$ cat config.mk
export PLATFORM = sky130hd
export DESIGN_NAME = mem_slot_arbiter
export DESIGN_NICKNAME = d
export VERILOG_FILES = /design/src/rtl/mem_slot_arbiter.sv
export SDC_FILE = /design/constraint.sdc
export NUM_CORES = 1
export LEC_CHECK = 0
export ABC_AREA = 1
export ABC_CLOCK_PERIOD_IN_PS = 2000
export CORE_ASPECT_RATIO = 1.25
export CORE_UTILIZATION = 43
export CTS_BUF_LIST = sky130_fd_sc_hd__clkbuf_8
export CTS_CLUSTER_DIAMETER = 50
export DETAILED_ROUTE_END_ITERATION = 10
export PLACE_DENSITY_LB_ADDON = 0.15
export SETUP_SLACK_MARGIN = 0.05
export SLEW_MARGIN = 30
export SYNTH_ARGS = -nofsm -noshare
export SYNTH_HDL_FRONTEND = slang
export SYNTH_SLANG_ARGS = --single-unit
$ cat constraint.sdc
create_clock -name clk -period 2 [get_ports clk]
set_input_delay 0.2 -clock clk [delete_from_list [all_inputs] [get_ports clk]]
set_output_delay 0.2 -clock clk [all_outputs]
set_load 0.005 [all_outputs]
$ cat src/rtl/mem_slot_arbiter.sv
// mem_slot_arbiter
// Sequences VLIW memory slots 3 and 4 of one issued bundle onto a single
// data-memory port. Slot 3 is always issued before slot 4. The pipeline is
// stalled until both slots finish, and then load results are presented for
// writeback for exactly one cycle (DONE).
//
// Ports
//   clk, rstn                        clock, async active-low reset
//   dec_mre3/4, dec_mwe3/4           slot load / store enables (both set = store)
//   daddr3/4, wdata3/4, dec_rd3/4    slot address, store data, load destination
//   arb_stall                        pipeline hold; bundle inputs stay frozen while high
//   mem_req/we/addr/wdata            request to the data memory (nonzero only in S3/S4)
//   mem_ack, mem_rdata               request accepted; load data valid with the ack
//   wb_rd3/4                         writeback destination in DONE, otherwise 0
//   wb_memdata3/4                    load results; they hold until the next DONE
module mem_slot_arbiter #(
    parameter int unsigned ADDR_W = 30,
    parameter int unsigned DATA_W = 32
) (
    input  logic              clk,
    input  logic              rstn,
    input  logic              dec_mre3,
    input  logic              dec_mwe3,
    input  logic              dec_mre4,
    input  logic              dec_mwe4,
    input  logic [ADDR_W-1:0] daddr3,
    input  logic [ADDR_W-1:0] daddr4,
    input  logic [DATA_W-1:0] wdata3,
    input  logic [DATA_W-1:0] wdata4,
    input  logic [6:0]        dec_rd3,
    input  logic [6:0]        dec_rd4,
    output logic              arb_stall,
    output logic              mem_req,
    output logic              mem_we,
    output logic [ADDR_W-1:0] mem_addr,
    output logic [DATA_W-1:0] mem_wdata,
    input  logic              mem_ack,
    input  logic [DATA_W-1:0] mem_rdata,
    output logic [6:0]        wb_rd3,
    output logic [6:0]        wb_rd4,
    output logic [DATA_W-1:0] wb_memdata3,
    output logic [DATA_W-1:0] wb_memdata4
);

    localparam int unsigned RD_W = 7;

    localparam logic [1:0] ST_IDLE = 2'd0;
    localparam logic [1:0] ST_S3   = 2'd1;
    localparam logic [1:0] ST_S4   = 2'd2;
    localparam logic [1:0] ST_DONE = 2'd3;

    logic [1:0]        state_q, state_d;

    // Latched bundle fields
    logic              act3_q, act3_d, act4_q, act4_d;
    logic              we3_q, we3_d, we4_q, we4_d;
    logic [ADDR_W-1:0] addr3_q, addr3_d, addr4_q, addr4_d;
    logic [DATA_W-1:0] wdat3_q, wdat3_d, wdat4_q, wdat4_d;
    logic [RD_W-1:0]   rd3_q, rd3_d, rd4_q, rd4_d;

    // Load results captured on ack, and the copies shown on the writeback port
    logic [DATA_W-1:0] res3_q, res3_d, res4_q, res4_d;
    logic [DATA_W-1:0] wbd3_q, wbd3_d, wbd4_q, wbd4_d;

    logic              act3_in, act4_in;

    assign act3_in = dec_mre3 | dec_mwe3;
    assign act4_in = dec_mre4 | dec_mwe4;

    // State and datapath registers
    always_ff @(posedge clk or negedge rstn) begin
        if (!rstn) begin
            state_q <= ST_IDLE;
            act3_q  <= 1'b0;
            act4_q  <= 1'b0;
            we3_q   <= 1'b0;
            we4_q   <= 1'b0;
            addr3_q <= '0;
            addr4_q <= '0;
            wdat3_q <= '0;
            wdat4_q <= '0;
            rd3_q   <= '0;
            rd4_q   <= '0;
            res3_q  <= '0;
            res4_q  <= '0;
            wbd3_q  <= '0;
            wbd4_q  <= '0;
        end else begin
            state_q <= state_d;
            act3_q  <= act3_d;
            act4_q  <= act4_d;
            we3_q   <= we3_d;
            we4_q   <= we4_d;
            addr3_q <= addr3_d;
            addr4_q <= addr4_d;
            wdat3_q <= wdat3_d;
            wdat4_q <= wdat4_d;
            rd3_q   <= rd3_d;
            rd4_q   <= rd4_d;
            res3_q  <= res3_d;
            res4_q  <= res4_d;
            wbd3_q  <= wbd3_d;
            wbd4_q  <= wbd4_d;
        end
    end

    // Next-state and output decode
    always_comb begin
        state_d   = state_q;
        act3_d    = act3_q;
        act4_d    = act4_q;
        we3_d     = we3_q;
        we4_d     = we4_q;
        addr3_d   = addr3_q;
        addr4_d   = addr4_q;
        wdat3_d   = wdat3_q;
        wdat4_d   = wdat4_q;
        rd3_d     = rd3_q;
        rd4_d     = rd4_q;
        res3_d    = res3_q;
        res4_d    = res4_q;
        wbd3_d    = wbd3_q;
        wbd4_d    = wbd4_q;
        arb_stall = 1'b0;
        mem_req   = 1'b0;
        mem_we    = 1'b0;
        mem_addr  = '0;
        mem_wdata = '0;
        wb_rd3    = '0;
        wb_rd4    = '0;

        case (state_q)
            ST_IDLE: begin
                if (act3_in || act4_in) begin
                    // The stall depends directly on the inputs in this state, so it is
                    // gated with rstn to keep it at 0 while reset is held.
                    arb_stall = rstn;
                    act3_d    = act3_in;
                    act4_d    = act4_in;
                    we3_d     = dec_mwe3;
                    we4_d     = dec_mwe4;
                    addr3_d   = daddr3;
                    addr4_d   = daddr4;
                    wdat3_d   = wdata3;
                    wdat4_d   = wdata4;
                    rd3_d     = dec_rd3;
                    rd4_d     = dec_rd4;
                    state_d   = act3_in ? ST_S3 : ST_S4;
                end
            end
            ST_S3: begin
                arb_stall = 1'b1;
                mem_req   = 1'b1;
                mem_we    = we3_q;
                mem_addr  = addr3_q;
                mem_wdata = wdat3_q;
                if (mem_ack) begin
                    if (!we3_q) begin
                        res3_d = mem_rdata;
                    end
                    state_d = act4_q ? ST_S4 : ST_DONE;
                end
            end
            ST_S4: begin
                arb_stall = 1'b1;
                mem_req   = 1'b1;
                mem_we    = we4_q;
                mem_addr  = addr4_q;
                mem_wdata = wdat4_q;
                if (mem_ack) begin
                    if (!we4_q) begin
                        res4_d = mem_rdata;
                    end
                    state_d = ST_DONE;
                end
            end
            ST_DONE: begin
                // Bundle inputs still show the finished bundle here, so they are not sampled.
                wb_rd3  = (act3_q && !we3_q) ? rd3_q : '0;
                wb_rd4  = (act4_q && !we4_q) ? rd4_q : '0;
                state_d = ST_IDLE;
            end
            default: begin
                state_d = ST_IDLE;
            end
        endcase

        // Writeback data changes only when DONE is entered and then holds.
        if (state_d == ST_DONE) begin
            wbd3_d = res3_d;
            wbd4_d = res4_d;
        end
    end

    assign wb_memdata3 = wbd3_q;
    assign wb_memdata4 = wbd4_q;

endmodule
==> results.py <==
metrics = {
    "logic_synthesis": {
        "synthFlopType": "dfrtp_1",
        "async_flop_share_pct": 100.0,
        "synth_nets": 1554,
        "synth_cell_type_count": 17,
        "ys_warn_count": 0,
        "yosys_register_bits": 272,
        "synth_seq_area_share_pct": 60.00,
        "synth_edf_count": 0,
        "syn_area_sq_um": 11340,
        "synthCells": 1372,
        "avgSynthCellArea_sq_um": 8.268,
    },
    "critical_path": {
        "worst_r2r_startpoint": "state_q[0]",
        "cp.arrival_ns": 1.99,
        "required_ns": 1.80,
        "path_class": "flip-flop to primary output",
        "cp_max_fo": 7,
        "endpoint_kind": "primary output",
        "cp-startpoint": "state_q[0]",
        "critPathLaunchType": "flip-flop",
    },
    "die": {
        "die_w_um": 147.3,
        "die_area_sq_um": 27040,
        "initial_core_util_pct": 43.75,
        "core-area_sq_um": 25930,
        "rows": 66,
        "boundaryPins": 320,
        "dieHeight_um": 183.6,
    },
    "routing": {
        "wl_per_cell_um": 18.21,
        "dr.pass1.iters": 5,
        "drc": 0,
        "routed_wl_mm": 38.90,
        "dr.first_iter.drc_count": 549,
        "vias": 10774,
        "antenna_left": 0,
        "viasPerCell": 5.044,
    },
    "sta": {
        "maxSlewHeadroom_pct": 43.05,
        "grt_setup_unrepaired": "yes",
        "period_share_pct": 109.7,
        "setup_viol": 129,
        "drv_slew": 0,
        "tightest_slew_ns": 0.8543,
        "max_freq_ghz": 0.4559,
        "hold_viol_final": 0,
        "min_period_ns": 2.194,
        "setup_slack_ns": -0.1935,
        "fin_skew_ns": 0.01115,
    },
    "cells_and_area": {
        "syn_to_final_growth_pct": 59.59,
        "final_cell_mix": "556 x nand2_1, 272 x dfrtp_1, 239 x clkdlybuf4s50_1",
        "multiInputGateArea_sq_um": 5151,
        "fillers": 2034,
        "fin_util_pct": 69.81,
        "drive_above_1_share_pct": 29.35,
        "nets": 1947,
        "final_common_cell": "nand2_1",
        "regArea_sq_um": 6807,
    },
    "global_route": {
        "grt-ovfl-total": 0,
        "grt_pass1_wl_mm": 57.95,
        "gr-usage-met3_pct": 5.360,
        "grt_busiest_layer": "met2",
        "grt_max_degree": 144,
        "antenna_found_initial": 4,
        "first_global_vias": 10639,
        "grt.met1_usage_pct": 34.24,
        "track_usage_pct": 27.68,
        "met2_usage_pct": 46.85,
    },
    "clock_network": {
        "numCtsBuffers": 44,
        "cts.sinks": 272,
        "clockBufferDepth": 3,
        "clkLatencyLatePin_ns": 0.54,
        "cts.root.buffer_cell": "clkbuf_8",
        "clk_pin_slew_ns": 0.06,
        "ctsHtreeMaxLevel": 2,
        "tritoncts": "yes",
    },
    "pwr": {
        "p_leak_nw": 8.937,
        "power_density_nw_per_um2": 1673,
        "p_total_mw": 30.29,
        "vdd_drop_max_mv": 1.011,
    },
    "place": {
        "port_buffers": 319,
        "place_congestion": 0.9069,
        "hpwl_mm": 22.16,
    },
    "flow_run": {
        "maxCapViolCount": 0,
    },
    "outcome": {
        "status": "finished with violations",
        "violations": "setup timing",
    },
    "worst_hold_path": {
        "worstHoldPathType": "input pin to flip-flop",
        "min_from": "daddr4[7]",
    },
}
-- worst max-delay path, stage by stage, from the launching register on --
cell and delay [ns]:
dfrtp_1 0.40, buf_6 0.14, ha_4 0.18, buf_6 0.12, buf_12 0.13, buf_8 0.12
buf_12 0.14, nand2_4 0.06, a21oi_2 0.04, buf_2 0.12
-- per-stage QoR --
stage	worst slack, ns	hold WS [ns]	TNS [ns]	instance area [sq um]	cells
floorplan	0.3778	-0.09559	0	11340	1372
global placement	-0.04528	0.3693	-1.108	15160	1992
detailed placement	-0.09816	0.3723	-3.543	15160	1992
CTS	-0.2226	0.1629	-13.31	17060	2112
global route	-0.2853	0.1731	-22.05	18100	2135
finish	-0.1935	0.1943	-11.86	18100	2136
-- worst paths after layout --
path	slack [ns]	to	cells past startpoint
max in group asynchronous	0.90	res4_q[6]	3
min in group asynchronous	0.39	state_q[1]	3
hold / removal	0.19	addr4_q[7]	3
hold reg to reg	0.47	wdat4_q[2]	2
setup reg to reg	-0.10	wb_memdata4[24]	15
setup / recovery	-0.19	mem_wdata[8]	9
-- cells by family after synthesis --
kind of cell	share of synthesized area, %
fa+ha+maj	0.5515
buf+inv	5.195
flops	60.00
simple gates	27.76
compound gates	6.486
-- sequential cells by signal, indices dropped and copies added, names as in the netlist, 2 cells and up --
name	flops
addr3_q	30
addr4_q	30
rd3_q	7
rd4_q	7
res3_q	32
res4_q	32
state_q	2
wb_memdata3	32
wb_memdata4	32
wdat3_q	32
wdat4_q	32
-- final cells by class --
| class | instances | share of cell area, % |
|---|---|---|
| well taps | 340 | 2.350 |
| diodes | 4 | 0.05529 |
| flip-flops and latches | 272 | 37.60 |
| clock inverters | 18 | 0.4285 |
| repair buffers | 428 | 25.64 |
| clock buffers | 55 | 4.182 |
| inverters | 54 | 1.196 |
| multi-input cells | 964 | 28.46 |
| repair inverters | 1 | 0.08985 |
-- routing by layer --
layer / routed length (um) / vias to the layer above
met1: 15190 / 5222
li1: - / 5078
met4: 1564 / 0
met5: 0 / -
met2: 19620 / 380
met3: 2536 / 94
-- synthesized netlist by cell type, types with 2 or more instances --
library cell / instances / area [sq um]
nand2_1: 723 / 2714
nand3_2: 2 / 20.02
nand2_2: 2 / 12.51
o21ai_0: 20 / 100.1
dfrtp_1: 272 / 6807
clkbuf_1: 34 / 127.6
buf_4: 11 / 82.58
inv_2: 2 / 7.510
nand3_1: 67 / 335.3
o21ai_1: 63 / 315.3
buf_2: 24 / 120.1
a21oi_1: 64 / 320.3
buf_1: 12 / 45.04
nor2_1: 18 / 67.56
ha_1: 5 / 62.56
inv_1: 52 / 195.2
-- power by group --
group	internal (mW)	leakage, nW	switching, mW
combinational	7.48	5.08	8.54
sequential	8.08	3.38	1.60
clock	2.45	0.478	2.14
-- what timing repair did --
action / in CTS / in global routing
gates cloned: 19 / 10
gates resized for setup: 436 / 283
hold endpoints to repair: 272 / 0
endpoints found under the setup margin: 83 / 276
hold buffers: 1 / 0
pin swaps: 22 / 27
setup buffers: 30 / 15
(Power assumes the default switching activity.)
==> variant 1: new RTL, same flow settings <==
`ADDR_W`: 30 -> 15.
--- a/src/rtl/mem_slot_arbiter.sv
+++ b/src/rtl/mem_slot_arbiter.sv
@@ -14,7 +14,7 @@
 //   wb_rd3/4                         writeback destination in DONE, otherwise 0
 //   wb_memdata3/4                    load results; they hold until the next DONE
 module mem_slot_arbiter #(
-    parameter int unsigned ADDR_W = 30,
+    parameter int unsigned ADDR_W = 15,
     parameter int unsigned DATA_W = 32
 ) (
     input  logic              clk,
Ports: changed (resized daddr3, daddr4 and mem_addr); port bits go from 320 to 275. No check against the original RTL was run, so the function may have changed too.
==> variant 1 against the unedited design <==
- the run still ends with negative setup slack left
- design area shrank 16%
- die area decreased by 11%
- setup slack worse by 95 ps
- power shrank 17%
- fmax down 4.1%
- sequential cell count down 30
- synthesized area decreased by 11%
- wire length is 15% lower
- combinational power decreased by 22%
- global-route usage is 3.0 points lower
- critical path type unchanged
- critical endpoint is now mem_wdata[13]
- largest cell class unchanged
==> variant 1: results (changes against the unedited design) <==
Layout
  • Diode count: 0 (was 4)
  • Post-Layout Cell Count: 1858 (was 2136)
  • Fillers: 1903 (was 2034)
  • Layout cells sized above 1: 0.185 (was 0.294)
  • Nets: 1691 (was 1947)

Worst setup path
  • WP data arrival: 2090 ps (was 1990 ps)
  • Cells on worst reg2reg path: 13 (was 15)
  • CP Class: reg -> out (unchanged)
  • R2r endpoint: wb_memdata4[3]$_DFFE_PN0N_ (was wb_memdata4[24]$_DFFE_PN0N_)
  • Cell family with most CP delay: buffers and inverters (unchanged)
  • Max incr delay on CP: 430 ps (was 400 ps)
  • Slowest-stage cell, CP: dfrtp_2 (was dfrtp_1)
  • Reg2reg setup slack: -80 ps (was -100 ps)
  • Max FO, Critical Path: 6 (was 7)
  • R2r startpoint: state_q[0]$_DFF_PN0_ (unchanged)

Synth
  • Leading cell types by count after synthesis: 602 x nand2_1, 242 x dfrtp_1, 67 x nand3_1 (was 723 x nand2_1, 272 x dfrtp_1, 67 x nand3_1)
  • Synth area leaders: dfrtp_1 60%, nand2_1 22%, nand3_1 3.3%, o21ai_0 2.5%, a21oi_1 2.4% (was dfrtp_1 60%, nand2_1 24%, nand3_1 3.0%, a21oi_1 2.8%, o21ai_1 2.8%)
  • Syn Inst Count: 1198 (was 1372)
  • Synth warnings: 0 (unchanged)
  • Async S/R FF share, synth: 1.00 (unchanged)
  • Sequential share of the synthesized area: 0.598 (was 0.600)
  • Synth cell types: 19 (was 17)
  • Net Count, Synth: 1350 (was 1554)

Timing
  • Final Skew: 27.8 ps (was 11.2 ps)
  • Slew HR: 0.558 (was 0.430)
  • # setup viols final: 114 (was 129)
  • Fin worst setup slack: -288 ps (was -194 ps)

CTS
  • CTS buffer count: 41 (was 44)
  • Clock tree root buffer cell: clkbuf_8 (unchanged)
  • Reg clk slew, reported paths: 60 ps (about the same)
  • Clk_lat worst skew: 540 ps (about the same)
  • Clock buffer depth: 3 (unchanged)
  • H-tree Lvls: 2 (unchanged)

Global route
  • GRT Total Usage: 0.247 (was 0.277)
  • Initial antenna violation count: 0 (was 4)
  • Vias in the first global route: 9029 (was 10600)
  • First-pass GRT wire length: 47.5 mm (was 58.0 mm)
  • Largest net degree at the start of global routing: 169 (was 144)

Status
  • Failing checks: negative setup slack (unchanged)
  • Status: finished, violations left (unchanged)

Hold path
  • Hold path endpoint: wdat4_q[13]$_DFFE_PN0P_ (was addr4_q[7]$_DFFE_PN0P_)
  • Worst min path class: in -> reg (unchanged)
  • Worst hold path startpoint: wdata4[13] (was daddr4[7])
  • Hold path cells: 3 (unchanged)

Detailed routing
  • Initial DRT Pass Iterations: 5 (unchanged)
  • Routed len/inst: 17.7 um (was 18.2 um)
  • Vias: 9271 (was 10800)
  • Detailed Route Iter0 Violations: 571 (was 549)

Placed design
  • RePlAce Congestion: 0.847 (was 0.907)
  • Port buffer count: 274 (was 319)
  • Placed inst area: 13200 um2 (was 15200 um2)
  • Placed wire-length estimate: 18.4 mm (was 22.2 mm)

Pwr
  • Leak: 0.00785 uW (was 0.00894 uW)
  • VDD IR max: 0.897 mV (was 1.01 mV)
[variant 1: cell count changes in the layout (fill, tap and decap cells not counted), moves of 22 or more]
cell | unedited run | this run
nand2_2 | 110 | 25
a21oi_1 | 4 | 28
o21ai_1 | 57 | 35
a21oi_2 | 59 | 21
clkdlybuf4s50_1 | 239 | 209
nand2_4 | 59 | 8
o21ai_0 | 16 | 47
buf_2 | 67 | 31
dfrtp_1 | 272 | 241
[variant 1: layer usage]
metal / global-route usage / wire, um
met1: 0.317 / 13300
met2: 0.404 / 16100
met3: 0.0594 / 2400
met4: 0.0972 / 1150
met5: 0 / 0
[variant 1: what timing repair did]
action	CTS	global route
gates cloned	5	20
hold buffers	1	0
pin swaps	4	19
endpoints found under the setup margin	64	115
buffers inserted	12	32
gates resized for setup	130	192
hold endpoints to repair	242	0
[variant 1: power by group]
part	switching, uW	leakage (uW)	internal (uW)
clock network	2010	0.000484	2420
logic	6730	0.00435	5740
registers	1140	0.00302	7160
total	9880	0.00785	15300
[variant 1: cell type report]
cell class                 count  area [um2]  area share
timing repair buffer         368        3980       0.261
inverter                      54         208      0.0136
multi-input combinational    832        3850       0.252
clock buffer                  47         647      0.0423
tap                          288         360      0.0236
sequential                   242        6060       0.396
clock inverter                27         175      0.0115
[variant 1: worst max-delay path by stage]
stage | end | slack (ps) | cells past startpoint
after detailed placement | mem_wdata[19] | 6 | 6
after global placement | mem_wdata[17] | 40 | 6
after CTS | mem_wdata[16] | -460 | 6
after floorplan | mem_wdata[21] | 280 | 6
after global routing | mem_wdata[13] | -350 | 10
final | mem_wdata[13] | -290 | 10
[variant 1: worst reg2reg max path, stage by stage, from the launching register on]
cell	delay, ps
dfrtp_2	430
buf_6	130
buf_6	110
ha_4	190
buf_4	160
buf_6	130
o21ai_2	60
nand2_2	90
nand2_4	120
nand2_8	120
nand2_8	190
clkbuf_16	180
nand2_1	50
nand2_1	60
[variant 1: cells by family (layout without fill, tap and decap cells)]
logic type / after synthesis / after routing / synth area share
simple gates: 692 / 695 / 0.269
buf+inv: 127 / 496 / 0.0625
compound gates: 132 / 132 / 0.0652
fa+ha+maj: 5 / 5 / 0.00617
flops: 242 / 242 / 0.598
[variant 1: stage by stage]
step / util / worst slack, ps / total power, uW / hold slack (ps) / TNS (ps)
global placement: 0.574 / 42.1 / 17500 / 454 / 0
finish: 0.663 / -288 / 25200 / 194 / -10730
CTS: 0.622 / -463 / 23100 / 166 / -18490
floorplan: - / 278 / 13400 / -95.6 / 0
detailed placement: 0.574 / 5.65 / 17700 / 457 / 0
global route: 0.663 / -352 / 26900 / 191 / -19770
==> variant 2: new RTL, same settings <==
Without the edit above. Make the reset (`rstn`) synchronous in one clocked block. Comments in the files are not updated.
--- a/src/rtl/mem_slot_arbiter.sv
+++ b/src/rtl/mem_slot_arbiter.sv
@@ -68,7 +68,7 @@
     assign act4_in = dec_mre4 | dec_mwe4;
 
     // State and datapath registers
-    always_ff @(posedge clk or negedge rstn) begin
+    always_ff @(posedge clk) begin
         if (!rstn) begin
             state_q <= ST_IDLE;
             act3_q  <= 1'b0;
Check against the original RTL: differs if rstn is asserted again (counterexample within 4 cycles, from zero or initial values and one cycle with rstn low); with rstn held inactive, the same outputs for 4 cycles.
==> variant 2 against the unedited design <==
- the flow still finishes with violations (negative setup slack)
- sequential cell count stayed put
- worst hold slack better by 55 ps
- wire length is 1.1% lower
- setup slack better by 120 ps
- design area is 4.3% lower
- critical path depth is 1 lower
- utilization is 1.8 points lower
- register-to-register slack better by 90 ps
- via count is 7.9% higher
- count of clock-buffer cells in the layout is 4 lower
- clock skew is 6.9 ps higher
- synthesized area is 0.66% lower
- critical path type unchanged
- critical endpoint is now mem_addr[11]
Power is not compared: it rests on default switching activity, and its combinational part moved more than twofold at a synthesized area within 25%.
==> variant 2: results (changes against the unedited design) <==
Synth
  • Post-Synth Adder-Cell Area: 0.00555 (was 0.00552)
  • Synth Area in Compound Gates: 0.212 (was 0.0649)
  • Synth area leaders: dfxtp_1 48%, a21oi_1 12%, nand2_1 9.3%, o21ai_0 7.9%, inv_1 7.1% (was dfrtp_1 60%, nand2_1 24%, nand3_1 3.0%, a21oi_1 2.8%, o21ai_1 2.8%)
  • Sequential share of the synthesized area: 0.483 (was 0.600)
  • Async S/R FF share, synth: 0 (was 1.00)
  • Leading cell types by count after synthesis: 279 x nand2_1, 272 x dfxtp_1, 271 x a21oi_1 (was 723 x nand2_1, 272 x dfrtp_1, 67 x nand3_1)
  • Net Count, Synth: 1762 (was 1554)
  • Synth cell types: 21 (was 17)

Worst setup path
  • WP data arrival: 1880 ps (was 1990 ps)
  • Worst setup path endpoint: mem_addr[11] (was mem_wdata[8])
  • R2r endpoint: wb_memdata4[8]$_SDFFE_PN0N_ (was wb_memdata4[24]$_DFFE_PN0N_)
  • CP startpoint: state_q[1]$_SDFF_PN0_ (was state_q[0]$_DFF_PN0_)
  • Slowest-stage cell, CP: dfxtp_2 (was dfrtp_1)
  • Max incr delay on CP: 340 ps (was 400 ps)

Detailed routing
  • Post-DR vias/cell: 5.07 (was 5.04)
  • DRT met1 WL: 14.4 mm (was 15.2 mm)
  • Vias: 11600 (was 10800)
  • Initial DRT Pass Iterations: 4 (was 5)
  • Metal3 WL: 2.97 mm (was 2.54 mm)
  • Routed len/inst: 16.8 um (was 18.2 um)
  • Routed wire length on met2: 19.6 mm (about the same)
  • DR top layer: met5 (was met4)

Layout
  • Signal buffers: 415 (was 428)
  • Clk cell area share: 0.0462 (was 0.0461)
  • Buffering overhead: 0.252 (was 0.256)
  • Nets: 2109 (was 1947)
  • Diode count: 3 (was 4)
  • Comb_multi_in: 978 (was 964)
  • Clock buffer count: 51 (was 55)
  • Fraction of area in registers: 0.315 (was 0.376)
  • Layout cells sized above 1: 0.224 (was 0.294)

Status
  • Failing checks: negative setup slack (unchanged)
  • Status: finished, violations left (unchanged)

Global route
  • Initial antenna violation count: 5 (was 4)
  • Vias in the first global route: 10600 (about the same)
  • GRT Total Usage: 0.250 (was 0.277)
  • Largest net degree at the start of global routing: 203 (was 144)
  • Met3 Use GR: 0.0736 (was 0.0536)
  • M2 GR Usage: 0.433 (was 0.468)

Timing
  • # setup viols final: 44 (was 129)
  • Final TNS setup: -1630 ps (was -11860 ps)
  • Fin worst setup slack: -75.7 ps (was -194 ps)

CTS
  • # resized after CTS: 365 (was 436)
  • CTS buffer count: 45 (was 44)
  • Postcts setup bufs: 11 (was 30)

Hold path
  • Hold path endpoint: we3_q$_SDFFE_PN0P_ (was addr4_q[7]$_DFFE_PN0P_)

Placed design
  • Dpl cells: 2162 (was 1992)
  • Placed wire-length estimate: 22.6 mm (was 22.2 mm)
==> variant 2: changes by cell type after synthesis, moves of 114 or more <==
cell | before | now
dfxtp_1 | 0 | 272
nor2_1 | 18 | 132
dfrtp_1 | 272 | 0
nand2_1 | 723 | 279
inv_1 | 52 | 213
o21ai_0 | 20 | 178
a21oi_1 | 64 | 271
==> variant 2: power breakdown <==
group	internal, uW	switching, uW	total, uW
logic	2040	2260	4310
registers	6050	357	6410
clock network	2300	2160	4470
total	10400	4780	15200
==> variant 2: kinds of logic (layout without fill, tap and decap cells) <==
| group | after synthesis | after routing |
|---|---|---|
| compound gates | 475 | 475 |
| fa+ha+maj | 5 | 5 |
| buf+inv | 335 | 705 |
| flops | 272 | 272 |
| other cells | 0 | 3 |
| simple gates | 493 | 498 |
==> variant 2: stage by stage <==
step | hold slack, ps | cell area (um2)
floorplan | 340 | 11300
global route | 283 | 17300
global placement | 432 | 14900
finish | 249 | 17300
detailed placement | 436 | 14900
CTS | 226 | 16000
